<file path="src/rtl/pc_branch_unit_if.sv">
// pc_branch_unit_if
//   Groups the control, stall and status signals of pc_branch_unit.
//   master : the side that issues control and stall requests and observes the PC
//            (control unit / memory model / testbench).
//   slave  : the PC/branch unit itself.
//   Signals
//     busywait      memory stall request, PC holds while high
//     jump/beq/bne  branch controls from the control unit
//     zero          ALU ZERO flag
//     offset        signed 8-bit word offset
//     pc            current program counter
//     branch_taken  one-cycle pulse after a branch/jump target was loaded
//     stalled       high while the unit is in its stall state
//     taken_cnt     saturating count of taken jumps/branches
interface pc_branch_unit_if #(
    parameter int PC_WIDTH  = 32,
    parameter int CNT_WIDTH = 16
);
    logic                 busywait;
    logic                 jump;
    logic                 beq;
    logic                 bne;
    logic                 zero;
    logic [7:0]           offset;
    logic [PC_WIDTH-1:0]  pc;
    logic                 branch_taken;
    logic                 stalled;
    logic [CNT_WIDTH-1:0] taken_cnt;

    modport master (
        output busywait, jump, beq, bne, zero, offset,
        input  pc, branch_taken, stalled, taken_cnt
    );

    modport slave (
        input  busywait, jump, beq, bne, zero, offset,
        output pc, branch_taken, stalled, taken_cnt
    );
endinterface

</file>
<file path="src/rtl/pc_branch_unit.sv">
// pc_branch_unit
//   Owns the program counter and resolves j/beq/bne from the ALU ZERO flag.
//   A memory stall freezes the decision taken on the stall-entry edge; the
//   frozen PC is applied on the single release edge, so a stall of N busy
//   edges adds exactly N edges of latency.
//   Ports
//     clk    rising-edge clock
//     reset  synchronous, active-high reset
//     bus    pc_branch_unit_if.slave (controls in, pc/status out)
//   Parameters
//     PC_WIDTH   width of the PC and all address arithmetic (>= 10)
//     RESET_PC   PC value loaded on reset
//     CNT_WIDTH  width of the saturating taken counter (>= 2)
module pc_branch_unit #(
    parameter int                     PC_WIDTH  = 32,
    parameter logic [PC_WIDTH-1:0]    RESET_PC  = {PC_WIDTH{1'b0}},
    parameter int                     CNT_WIDTH = 16
) (
    input  logic             clk,
    input  logic             reset,
    pc_branch_unit_if.slave  bus
);

    localparam logic [PC_WIDTH-1:0]  PC_FOUR = {{(PC_WIDTH-3){1'b0}}, 3'b100};
    localparam logic [CNT_WIDTH-1:0] CNT_ONE = {{(CNT_WIDTH-1){1'b0}}, 1'b1};
    localparam logic [CNT_WIDTH-1:0] CNT_MAX = {CNT_WIDTH{1'b1}};

    typedef enum logic [0:0] {
        ST_RUN   = 1'b0,
        ST_STALL = 1'b1
    } state_t;

    state_t               state_r;
    state_t               state_nxt_s;

    logic [PC_WIDTH-1:0]  pc_r;
    logic [PC_WIDTH-1:0]  pc_nxt_s;
    logic [PC_WIDTH-1:0]  pend_pc_r;
    logic [PC_WIDTH-1:0]  pend_pc_nxt_s;
    logic                 pend_taken_r;
    logic                 pend_taken_nxt_s;
    logic                 branch_taken_r;
    logic                 branch_taken_nxt_s;
    logic                 stalled_r;
    logic [CNT_WIDTH-1:0] taken_cnt_r;
    logic [CNT_WIDTH-1:0] taken_cnt_nxt_s;

    logic [PC_WIDTH-1:0]  pc_plus4_s;
    logic [PC_WIDTH-1:0]  offset_ext_s;
    logic [PC_WIDTH-1:0]  target_s;
    logic [PC_WIDTH-1:0]  decided_pc_s;
    logic                 taken_s;

    // Saturating increment: the counter sticks at all-ones instead of wrapping.
    function automatic logic [CNT_WIDTH-1:0] sat_inc(
        input logic [CNT_WIDTH-1:0] cnt,
        input logic                 inc
    );
        logic [CNT_WIDTH-1:0] res;
        if (inc && (cnt != CNT_MAX)) begin
            res = cnt + CNT_ONE;
        end else begin
            res = cnt;
        end
        return res;
    endfunction

    // Branch decision and address arithmetic; only consumed while running.
    always_comb begin
        pc_plus4_s   = pc_r + PC_FOUR;
        offset_ext_s = {{(PC_WIDTH-10){bus.offset[7]}}, bus.offset, 2'b00};
        target_s     = pc_plus4_s + offset_ext_s;
        // Priority JUMP > BEQ > BNE; with BEQ and BNE both set, BNE is ignored.
        taken_s      = bus.jump
                     | (~bus.jump & bus.beq & bus.zero)
                     | (~bus.jump & ~bus.beq & bus.bne & ~bus.zero);
        if (taken_s) begin
            decided_pc_s = target_s;
        end else begin
            decided_pc_s = pc_plus4_s;
        end
    end

    // State and datapath registers; reset overrides everything, including a stall.
    always_ff @(posedge clk) begin
        if (reset) begin
            state_r        <= ST_RUN;
            pc_r           <= RESET_PC;
            pend_pc_r      <= {PC_WIDTH{1'b0}};
            pend_taken_r   <= 1'b0;
            branch_taken_r <= 1'b0;
            stalled_r      <= 1'b0;
            taken_cnt_r    <= {CNT_WIDTH{1'b0}};
        end else begin
            state_r        <= state_nxt_s;
            pc_r           <= pc_nxt_s;
            pend_pc_r      <= pend_pc_nxt_s;
            pend_taken_r   <= pend_taken_nxt_s;
            branch_taken_r <= branch_taken_nxt_s;
            stalled_r      <= (state_nxt_s == ST_STALL);
            taken_cnt_r    <= taken_cnt_nxt_s;
        end
    end

    // Next-state logic: stay in STALL for as long as memory asserts busywait.
    always_comb begin
        state_nxt_s = state_r;
        case (state_r)
            ST_RUN: begin
                if (bus.busywait) begin
                    state_nxt_s = ST_STALL;
                end else begin
                    state_nxt_s = ST_RUN;
                end
            end
            ST_STALL: begin
                if (bus.busywait) begin
                    state_nxt_s = ST_STALL;
                end else begin
                    state_nxt_s = ST_RUN;
                end
            end
            default: begin
                state_nxt_s = ST_RUN;
            end
        endcase
    end

    // Datapath next values. Controls are only looked at in RUN, so ZERO glitches
    // or unknown controls during a stall cannot disturb the frozen decision.
    always_comb begin
        pc_nxt_s           = pc_r;
        pend_pc_nxt_s      = pend_pc_r;
        pend_taken_nxt_s   = pend_taken_r;
        branch_taken_nxt_s = branch_taken_r;
        taken_cnt_nxt_s    = taken_cnt_r;
        case (state_r)
            ST_RUN: begin
                if (bus.busywait) begin
                    pend_pc_nxt_s      = decided_pc_s;
                    pend_taken_nxt_s   = taken_s;
                    branch_taken_nxt_s = 1'b0;
                end else begin
                    pc_nxt_s           = decided_pc_s;
                    branch_taken_nxt_s = taken_s;
                    taken_cnt_nxt_s    = sat_inc(taken_cnt_r, taken_s);
                end
            end
            ST_STALL: begin
                if (bus.busywait) begin
                    branch_taken_nxt_s = branch_taken_r;
                end else begin
                    pc_nxt_s           = pend_pc_r;
                    branch_taken_nxt_s = pend_taken_r;
                    taken_cnt_nxt_s    = sat_inc(taken_cnt_r, pend_taken_r);
                end
            end
            default: begin
                pc_nxt_s = pc_r;
            end
        endcase
    end

    assign bus.pc           = pc_r;
    assign bus.branch_taken = branch_taken_r;
    assign bus.stalled      = stalled_r;
    assign bus.taken_cnt    = taken_cnt_r;

endmodule

</file>
<file path="src/flat_wrapper.sv">
// flat-port wrapper written by rule: the top's interface ports become plain ports
module pc_branch_unit_flat 
#(
    parameter int                     PC_WIDTH  = 32,
    parameter logic [PC_WIDTH-1:0]    RESET_PC  = {PC_WIDTH{1'b0}},
    parameter int                     CNT_WIDTH = 16
)
  (clk, reset, bus_busywait, bus_jump, bus_beq, bus_bne, bus_zero, bus_offset, bus_pc, bus_branch_taken, bus_stalled, bus_taken_cnt);
  pc_branch_unit_if #(.PC_WIDTH(PC_WIDTH), .CNT_WIDTH(CNT_WIDTH)) bus_i ();
  input  logic clk;
  input  logic reset;
  input wire logic [$bits(bus_i.busywait)-1:0] bus_busywait;
  input wire logic [$bits(bus_i.jump)-1:0] bus_jump;
  input wire logic [$bits(bus_i.beq)-1:0] bus_beq;
  input wire logic [$bits(bus_i.bne)-1:0] bus_bne;
  input wire logic [$bits(bus_i.zero)-1:0] bus_zero;
  input wire logic [$bits(bus_i.offset)-1:0] bus_offset;
  output wire logic [$bits(bus_i.pc)-1:0] bus_pc;
  output wire logic [$bits(bus_i.branch_taken)-1:0] bus_branch_taken;
  output wire logic [$bits(bus_i.stalled)-1:0] bus_stalled;
  output wire logic [$bits(bus_i.taken_cnt)-1:0] bus_taken_cnt;
  assign bus_i.busywait = bus_busywait;
  assign bus_i.jump = bus_jump;
  assign bus_i.beq = bus_beq;
  assign bus_i.bne = bus_bne;
  assign bus_i.zero = bus_zero;
  assign bus_i.offset = bus_offset;
  assign bus_pc = bus_i.pc;
  assign bus_branch_taken = bus_i.branch_taken;
  assign bus_stalled = bus_i.stalled;
  assign bus_taken_cnt = bus_i.taken_cnt;
  pc_branch_unit #(.PC_WIDTH(PC_WIDTH), .RESET_PC(RESET_PC), .CNT_WIDTH(CNT_WIDTH)) u_core (.clk(clk), .reset(reset), .bus(bus_i));
endmodule
</file>
<file path="config.mk">
export PLATFORM = sky130hd
export DESIGN_NAME = pc_branch_unit_flat
export DESIGN_NICKNAME = d
export VERILOG_FILES = /design/src/rtl/pc_branch_unit_if.sv /design/src/rtl/pc_branch_unit.sv /design/src/flat_wrapper.sv
export SDC_FILE = /design/constraint.sdc
export NUM_CORES = 1
export LEC_CHECK = 0
export ABC_AREA = 1
export CORE_MARGIN = 5
export CORE_UTILIZATION = 60
export CTS_BUF_LIST = sky130_fd_sc_hd__clkbuf_8 sky130_fd_sc_hd__clkbuf_16
export DETAILED_ROUTE_END_ITERATION = 12
export GPL_ROUTABILITY_DRIVEN = 0
export HOLD_SLACK_MARGIN = 0.1
export PLACE_DENSITY = 0.83
export SLEW_MARGIN = 20
export SYNTH_ARGS = -nofsm -noshare
export SYNTH_HDL_FRONTEND = slang
export SYNTH_SLANG_ARGS = --single-unit
</file>
<file path="constraint.sdc">
create_clock -name clk -period 8 [get_ports clk]
set_input_delay 1.6 -clock clk [delete_from_list [all_inputs] [get_ports clk]]
set_output_delay 1.6 -clock clk [all_outputs]
set_load 0.01 [all_outputs]
</file>
=== Word-level counts from Yosys, hierarchy flattened ===
Cells that the tools add are included.

* Flip-flop bits (word level): 83
* Bits in latches: 0
* ROM bits: 0
* Memories: 0
* Bits in writable memories: 0
* Word-level logic and storage cells: 43

* Shifts and indexed selects: 0
* Multiply operators: 0
* Equality and inequality tests: 5
* Reduce and logical (&&, ||, !) cells: 5
* Multiplexer cells: 13
* Add/subtract/negate cells: 3
* Divide/modulo/power cells: 0
* Bitwise operators: 11
* Order comparisons: 0

{| class="wikitable"
|+ Operators by type and width
! kind !! count
|-
| 2-to-1 mux 32 bit || 3
|-
| 2-to-1 mux 16 bit || 4
|-
| one-hot mux 32 bit (2 select lines) || 1
|-
| adder 32 x 3 -> 32 bit (second input constant) || 1
|-
| adder 32 bit || 1
|-
| one-hot mux 16 bit (2 select lines) || 1
|-
| adder 16 x 1 -> 16 bit (second input constant) || 1
|-
| != test 16 bit (second input constant) || 1
|-
| != test 2 bit (second input constant) || 3
|-
| AND 1 bit || 5
|-
| NOT 1 bit || 4
|-
| AND reduction 2 bit || 2
|-
| AND reduction 4 bit || 1
|-
| 2-to-1 mux 1 bit || 3
|-
| logical AND 1 bit || 2
|-
| != test 2 x 1 -> 1 bit (second input constant) || 1
|-
| OR 1 bit || 2
|-
| one-hot mux 1 bit (2 select lines) || 1
|}

=== Depth between registers and ports, before layout ===
* Depth after elaboration: 9
* Depth in mapped cells: 26
* Gate-level depth less buffers: 26

=== Worst setup path before layout ===
OpenSTA, ideal clock, no wires.

* Path type: in2reg
* Start: in bus_offset[0]
* End: reg u_core.pend_pc_r[8]
* Path buffers: 0
* Data required time: 7.885 ns
* Data arrival time: 3.191 ns
* Stages: 11
* Slack: 4.693 ns
* Cells stage by stage: ha_1 fa_1 nand3_1 nand3_1 a21oi_1 inv_1 or2_2 nand3_1 nand2_1 o21ai_0 inv_1

* Longest elaborated chain between the ends: 2

{| class="wikitable"
|+ Ends and longest elaborated chain
! element !! line !! RTL
|-
| from (decl) || flat_wrapper.sv:17 || <nowiki>input wire logic [$bits(bus_i.offset)-1:0] bus_offset;</nowiki>
|-
| adder 32 bit || pc_branch_unit.sv:72 || <nowiki>target_s = pc_plus4_s + offset_ext_s;</nowiki>
|-
| 2-to-1 mux 32 bit || pc_branch_unit.sv:77 || <nowiki>if (taken_s) begin</nowiki>
|-
| to (signal assigned) || pc_branch_unit.sv:89 || <nowiki>pend_pc_r <= {PC_WIDTH{1'b0}};</nowiki>
|-
| to (signal assigned) || pc_branch_unit.sv:97 || <nowiki>pend_pc_r <= pend_pc_nxt_s;</nowiki>
|-
| to (decl) || pc_branch_unit.sv:38 || <nowiki>logic [PC_WIDTH-1:0] pend_pc_r;</nowiki>
|}

No other way between the ends.
A chain may end at the register's enable or synchronous reset.

=== Worst setup path after layout ===
* Start: in bus_zero
* End: reg u_core.pc_r[2] (netlist: u_core.bus.pc[2])

* Longest elaborated chain between the ends: 6
* Elaborated cells on any way between the ends: 8
* Those cells by class: mux: 3; bitwise: 5

{| class="wikitable"
|+ Ends and longest elaborated chain
! element !! line !! RTL
|-
| from (decl) || flat_wrapper.sv:16 || <nowiki>input wire logic [$bits(bus_i.zero)-1:0] bus_zero;</nowiki>
|-
| AND 1 bit / NOT 1 bit (equally long branches) || pc_branch_unit.sv:75, pc_branch_unit.sv:76 ||
|-
| OR 1 bit / AND 1 bit (equally long branches) || pc_branch_unit.sv:75, pc_branch_unit.sv:76 ||
|-
| OR 1 bit * || pc_branch_unit.sv:76 || <nowiki>| (~bus.jump & ~bus.beq & bus.bne & ~bus.zero);</nowiki>
|-
| 2-to-1 mux 32 bit * || pc_branch_unit.sv:77 ||
|-
| 2-to-1 mux 32 bit * || pc_branch_unit.sv:139 || <nowiki>if (bus.busywait) begin</nowiki>
|-
| one-hot mux 32 bit (2 select lines) * || pc_branch_unit.sv:137 || <nowiki>case (state_r)</nowiki>
|-
| to (signal assigned) || pc_branch_unit.sv:96 || <nowiki>pc_r <= pc_nxt_s;</nowiki>
|-
| to (decl) || pc_branch_unit.sv:36 || <nowiki>logic [PC_WIDTH-1:0] pc_r;</nowiki>
|}

Every way passes the cells marked *; elsewhere a longest branch is shown, timed or not. The select of a mux whose other input is x is not followed.

==> run_summary.xml <==
<?xml version="1.0" encoding="UTF-8"?>
<metrics>
  <group name="run_status">
    <metric name="run_status" unit="">completed</metric>
  </group>
  <group name="global_route">
    <metric name="first_pass_grt_wire_length" unit="um">32100</metric>
    <metric name="largest_net_degree_at_the_start_of_global_routing" unit="">42</metric>
    <metric name="overall_global_routing_usage" unit="%">29.5</metric>
    <metric name="global_route.overflow_total" unit="">0</metric>
    <metric name="initial_antenna_violation_count" unit="">0</metric>
    <metric name="first_global_vias" unit="">6783</metric>
  </group>
  <group name="floorplan">
    <metric name="std_cell_rows" unit="">39</metric>
    <metric name="dieArea" unit="um2">13800</metric>
    <metric name="boundaryPins" unit="">65</metric>
    <metric name="core_area" unit="um2">11400</metric>
    <metric name="chipWidth" unit="um">117</metric>
    <metric name="initial_utilization" unit="%">60.7</metric>
    <metric name="vertical_die_dimension" unit="um">117</metric>
  </group>
  <group name="cts">
    <metric name="cts_tree" unit="">done</metric>
    <metric name="clock_insertion_delay_worst_skew" unit="ns">0.34</metric>
    <metric name="cts.reportedPaths.clkPinSlew" unit="ns">0.06</metric>
    <metric name="cts_max_path_buffers" unit="">2</metric>
    <metric name="cts_hold_buffers" unit="">0</metric>
    <metric name="cts_made_buffers" unit="">9</metric>
    <metric name="cts_resized" unit="">0</metric>
    <metric name="cts.root.buffer_cell" unit="">sky130_fd_sc_hd__clkbuf_16</metric>
    <metric name="cts.repair_timing.setup_buffer_count" unit="">0</metric>
    <metric name="htree_levels" unit="">3</metric>
    <metric name="tritoncts_sinks" unit="">83</metric>
  </group>
  <group name="power_and_ir_drop">
    <metric name="worst_ir_drop_vdd" unit="mV">0.130</metric>
    <metric name="power.leakage" unit="nW">4.02</metric>
    <metric name="power_per_cell_area" unit="nW/um2">165</metric>
    <metric name="power.total" unit="mW">1.30</metric>
  </group>
  <group name="synth">
    <metric name="syn_area" unit="um2">6900</metric>
    <metric name="synth_flop_cell" unit="">sky130_fd_sc_hd__dfxtp_1</metric>
    <metric name="synth_cells" unit="">1162</metric>
    <metric name="ys_seq_elements" unit="">83</metric>
    <metric name="ys_seq_area_share" unit="%">24.1</metric>
    <metric name="synth-async-reset-ratio" unit="%">0</metric>
    <metric name="synth_nets" unit="">1216</metric>
    <metric name="synth-edff-count" unit="">0</metric>
    <metric name="yosysWarningCount" unit="">0</metric>
    <metric name="yosysUniqueCellTypes" unit="">47</metric>
    <metric name="synth_area_per_cell" unit="um2">5.94</metric>
  </group>
  <group name="drt">
    <metric name="drt_iter0_drc" unit="">748</metric>
    <metric name="post-route-drc-count" unit="">0</metric>
    <metric name="topRoutingLayerUsed" unit="">met4</metric>
    <metric name="drt_wl_total" unit="um">19600</metric>
    <metric name="m1WireLength" unit="um">8540</metric>
    <metric name="met2_length" unit="um">8960</metric>
    <metric name="route.detailed.wl_per_inst" unit="um">14.4</metric>
    <metric name="first_pass_iters" unit="">5</metric>
    <metric name="routed_via_density" unit="">5.47</metric>
    <metric name="detail-route-antenna-nets" unit="">0</metric>
    <metric name="via_count" unit="">7456</metric>
    <metric name="dr_wl_met3" unit="um">1610</metric>
  </group>
  <group name="worst_setup_path">
    <metric name="reg2reg_depth" unit="">21</metric>
    <metric name="worstSetupPathType" unit="">input pin to flip-flop</metric>
    <metric name="crit_arrival" unit="ns">4.57</metric>
    <metric name="worst-endpoint-required" unit="ns">8.22</metric>
    <metric name="largest_fanout_of_any_net_on_the_critical_path" unit="">34</metric>
    <metric name="cp-start-kind" unit="">input pin</metric>
    <metric name="worst_setup_path_end_kind" unit="">flip-flop</metric>
  </group>
  <group name="sta">
    <metric name="rsz0062_at_grt" unit="">false</metric>
    <metric name="timing.final.hold_violations" unit="">0</metric>
    <metric name="hold-worst-slack" unit="ns">0.482</metric>
    <metric name="final-max-slew-violation-count" unit="">0</metric>
    <metric name="finalCriticalPeriod" unit="ns">4.34</metric>
    <metric name="timing.max_slew.rel_slack" unit="%">31.5</metric>
    <metric name="timing_worst_slew_pin_value" unit="ns">1.02</metric>
    <metric name="maxClockFrequency" unit="MHz">230</metric>
    <metric name="clock_skew" unit="ns">0.00730</metric>
    <metric name="setup_viol" unit="">0</metric>
    <metric name="finalCritPeriodShare" unit="%">54.3</metric>
    <metric name="setup_tns" unit="ns">0</metric>
  </group>
  <group name="cells_and_area">
    <metric name="mostFrequentLayoutCells" unit="">sky130_fd_sc_hd__nand2_1 (345), sky130_fd_sc_hd__inv_1 (181), sky130_fd_sc_hd__nor2_1 (118), sky130_fd_sc_hd__nand3_1 (96), sky130_fd_sc_hd__dfxtp_1 (83)</metric>
    <metric name="final-seq-area" unit="um2">1660</metric>
    <metric name="final_common_cell" unit="">sky130_fd_sc_hd__nand2_1</metric>
    <metric name="antennaDiodeCount" unit="">0</metric>
    <metric name="fillers" unit="">1033</metric>
    <metric name="non_filler_cells_in_the_finished_layout" unit="">1362</metric>
    <metric name="drive_above_1_share" unit="%">4.76</metric>
    <metric name="area_growth_syn_to_layout" unit="%">14.3</metric>
    <metric name="multi_input_area" unit="um2">4380</metric>
    <metric name="nNetsFinal" unit="">1268</metric>
  </group>
  <group name="placement">
    <metric name="port_buffers" unit="">64</metric>
    <metric name="hpwlAfterDp" unit="um">14900</metric>
    <metric name="place_inst" unit="">1346</metric>
  </group>
  <group name="min_path">
    <metric name="hold_class" unit="">flip-flop to flip-flop</metric>
    <metric name="whs_path_depth" unit="">2</metric>
  </group>
  <group name="run">
    <metric name="drv.max_cap_violation_count" unit="">0</metric>
  </group>
</metrics>
## stage by stage
step	utilization (%)	setup slack (ns)	area [um2]
floorplan	-	4.69	6900
global placement	66.8	3.52	7600
detailed placement	66.8	3.39	7600
CTS	69.4	3.74	7890
global route	69.4	3.54	7890
finish	69.4	3.66	7890
## layer usage
layer	GRT usage [%]	vias to the layer above
met5	0	-
li1	-	3773
met2	48.1	318
met4	9.56	0
met1	40.4	3312
met3	3.75	53
## where the power goes
group / internal [mW] / switching (mW) / leakage [nW]
registers: 0.446 / 0.0341 / 0.683
clock network: 0.247 / 0.162 / 0.147
logic: 0.150 / 0.265 / 3.19
total: 0.843 / 0.461 / 4.02
## synth_stat cells (2+ instances only)
| cell | n | share of area, % |
|---|---|---|
| sky130_fd_sc_hd__o21ai_0 | 68 | 4.9 |
| sky130_fd_sc_hd__nand4_1 | 11 | 1.0 |
| sky130_fd_sc_hd__nor3_1 | 10 | 0.72 |
| sky130_fd_sc_hd__or2_0 | 2 | 0.18 |
| sky130_fd_sc_hd__xnor2_1 | 7 | 0.89 |
| sky130_fd_sc_hd__clkbuf_1 | 13 | 0.71 |
| sky130_fd_sc_hd__nor4_1 | 2 | 0.18 |
| sky130_fd_sc_hd__buf_4 | 3 | 0.33 |
| sky130_fd_sc_hd__nand3_1 | 96 | 7.0 |
| sky130_fd_sc_hd__nor2_1 | 119 | 6.5 |
| sky130_fd_sc_hd__buf_2 | 4 | 0.29 |
| sky130_fd_sc_hd__o21bai_1 | 4 | 0.43 |
| sky130_fd_sc_hd__nor2_2 | 11 | 1.0 |
| sky130_fd_sc_hd__o21ai_1 | 4 | 0.29 |
| sky130_fd_sc_hd__dfxtp_1 | 83 | 24 |
| sky130_fd_sc_hd__ha_1 | 38 | 6.9 |
| sky130_fd_sc_hd__and2_1 | 2 | 0.18 |
| sky130_fd_sc_hd__inv_2 | 2 | 0.11 |
| sky130_fd_sc_hd__nor2_4 | 5 | 0.82 |
| sky130_fd_sc_hd__xor2_1 | 21 | 2.7 |
| sky130_fd_sc_hd__nand2_4 | 2 | 0.33 |
| sky130_fd_sc_hd__a21o_1 | 4 | 0.43 |
| sky130_fd_sc_hd__buf_1 | 3 | 0.16 |
| sky130_fd_sc_hd__o22ai_1 | 3 | 0.27 |
| sky130_fd_sc_hd__o211ai_1 | 2 | 0.22 |
| sky130_fd_sc_hd__inv_1 | 179 | 9.7 |
| sky130_fd_sc_hd__clkinv_1 | 4 | 0.22 |
| sky130_fd_sc_hd__nand3b_1 | 8 | 0.87 |
| sky130_fd_sc_hd__a21oi_1 | 77 | 5.6 |
| sky130_fd_sc_hd__or2_2 | 4 | 0.36 |
| sky130_fd_sc_hd__nand2_2 | 8 | 0.72 |
| sky130_fd_sc_hd__nand2_1 | 345 | 19 |
| sky130_fd_sc_hd__clkbuf_8 | 4 | 0.80 |
## critical path: stages
cell,delay [ns]
sky130_fd_sc_hd__clkdlybuf4s50_1,0.43
sky130_fd_sc_hd__nor2_1,0.10
sky130_fd_sc_hd__nand2_1,0.07
sky130_fd_sc_hd__nand2_2,0.48
sky130_fd_sc_hd__clkinv_1,0.97
sky130_fd_sc_hd__o21ai_0,0.63
sky130_fd_sc_hd__inv_1,0.07
sky130_fd_sc_hd__nor2_1,0.12
sky130_fd_sc_hd__o22ai_1,0.08
## path summary, 6_finish.rpt
check                                       startpoint                              endpoint  slack [ns]
setup reg to reg         u_core.bus.pc[2]$_SDFFE_PP0P_        u_core.bus.pc[25]$_SDFFE_PP0P_        4.70
setup / recovery                              bus_zero         u_core.bus.pc[2]$_SDFFE_PP0P_        3.66
hold / removal    u_core.bus.branch_taken$_SDFFE_PP0P_  u_core.bus.branch_taken$_SDFFE_PP0P_        0.48
hold reg to reg   u_core.bus.branch_taken$_SDFFE_PP0P_  u_core.bus.branch_taken$_SDFFE_PP0P_        0.48
## kinds of logic after synthesis
group	Yosys count	share of synthesized area (%)
and+or+nand+nor	633	40.0
DFF	83	24.1
xor gates and xnor gates	29	3.79
muxes	1	0.145
adders and majority gates	39	7.18
AOI/OAI and AO/OA	164	12.4
buffers and inverters	213	12.5
## sequential cells by signal (all words and copies together) (netlist names)
signal                   flops
u_core.pend_pc_r            32
u_core.bus.branch_taken      1
u_core.bus.taken_cnt        16
u_core.pend_taken_r          1
u_core.bus.pc               32
u_core.state_r               1
## final cells by class
| cell class | instances | share of cell area (%) |
|---|---|---|
| Sequential cell | 83 | 21.0 |
| Inverter | 185 | 8.80 |
| Clock buffer | 10 | 3.03 |
| Multi-Input combinational cell | 866 | 55.5 |
| Clock inverter | 6 | 0.729 |
| Timing Repair Buffer | 69 | 8.59 |
| Tap cell | 143 | 2.27 |
Power figures use the tool's default switching activity.
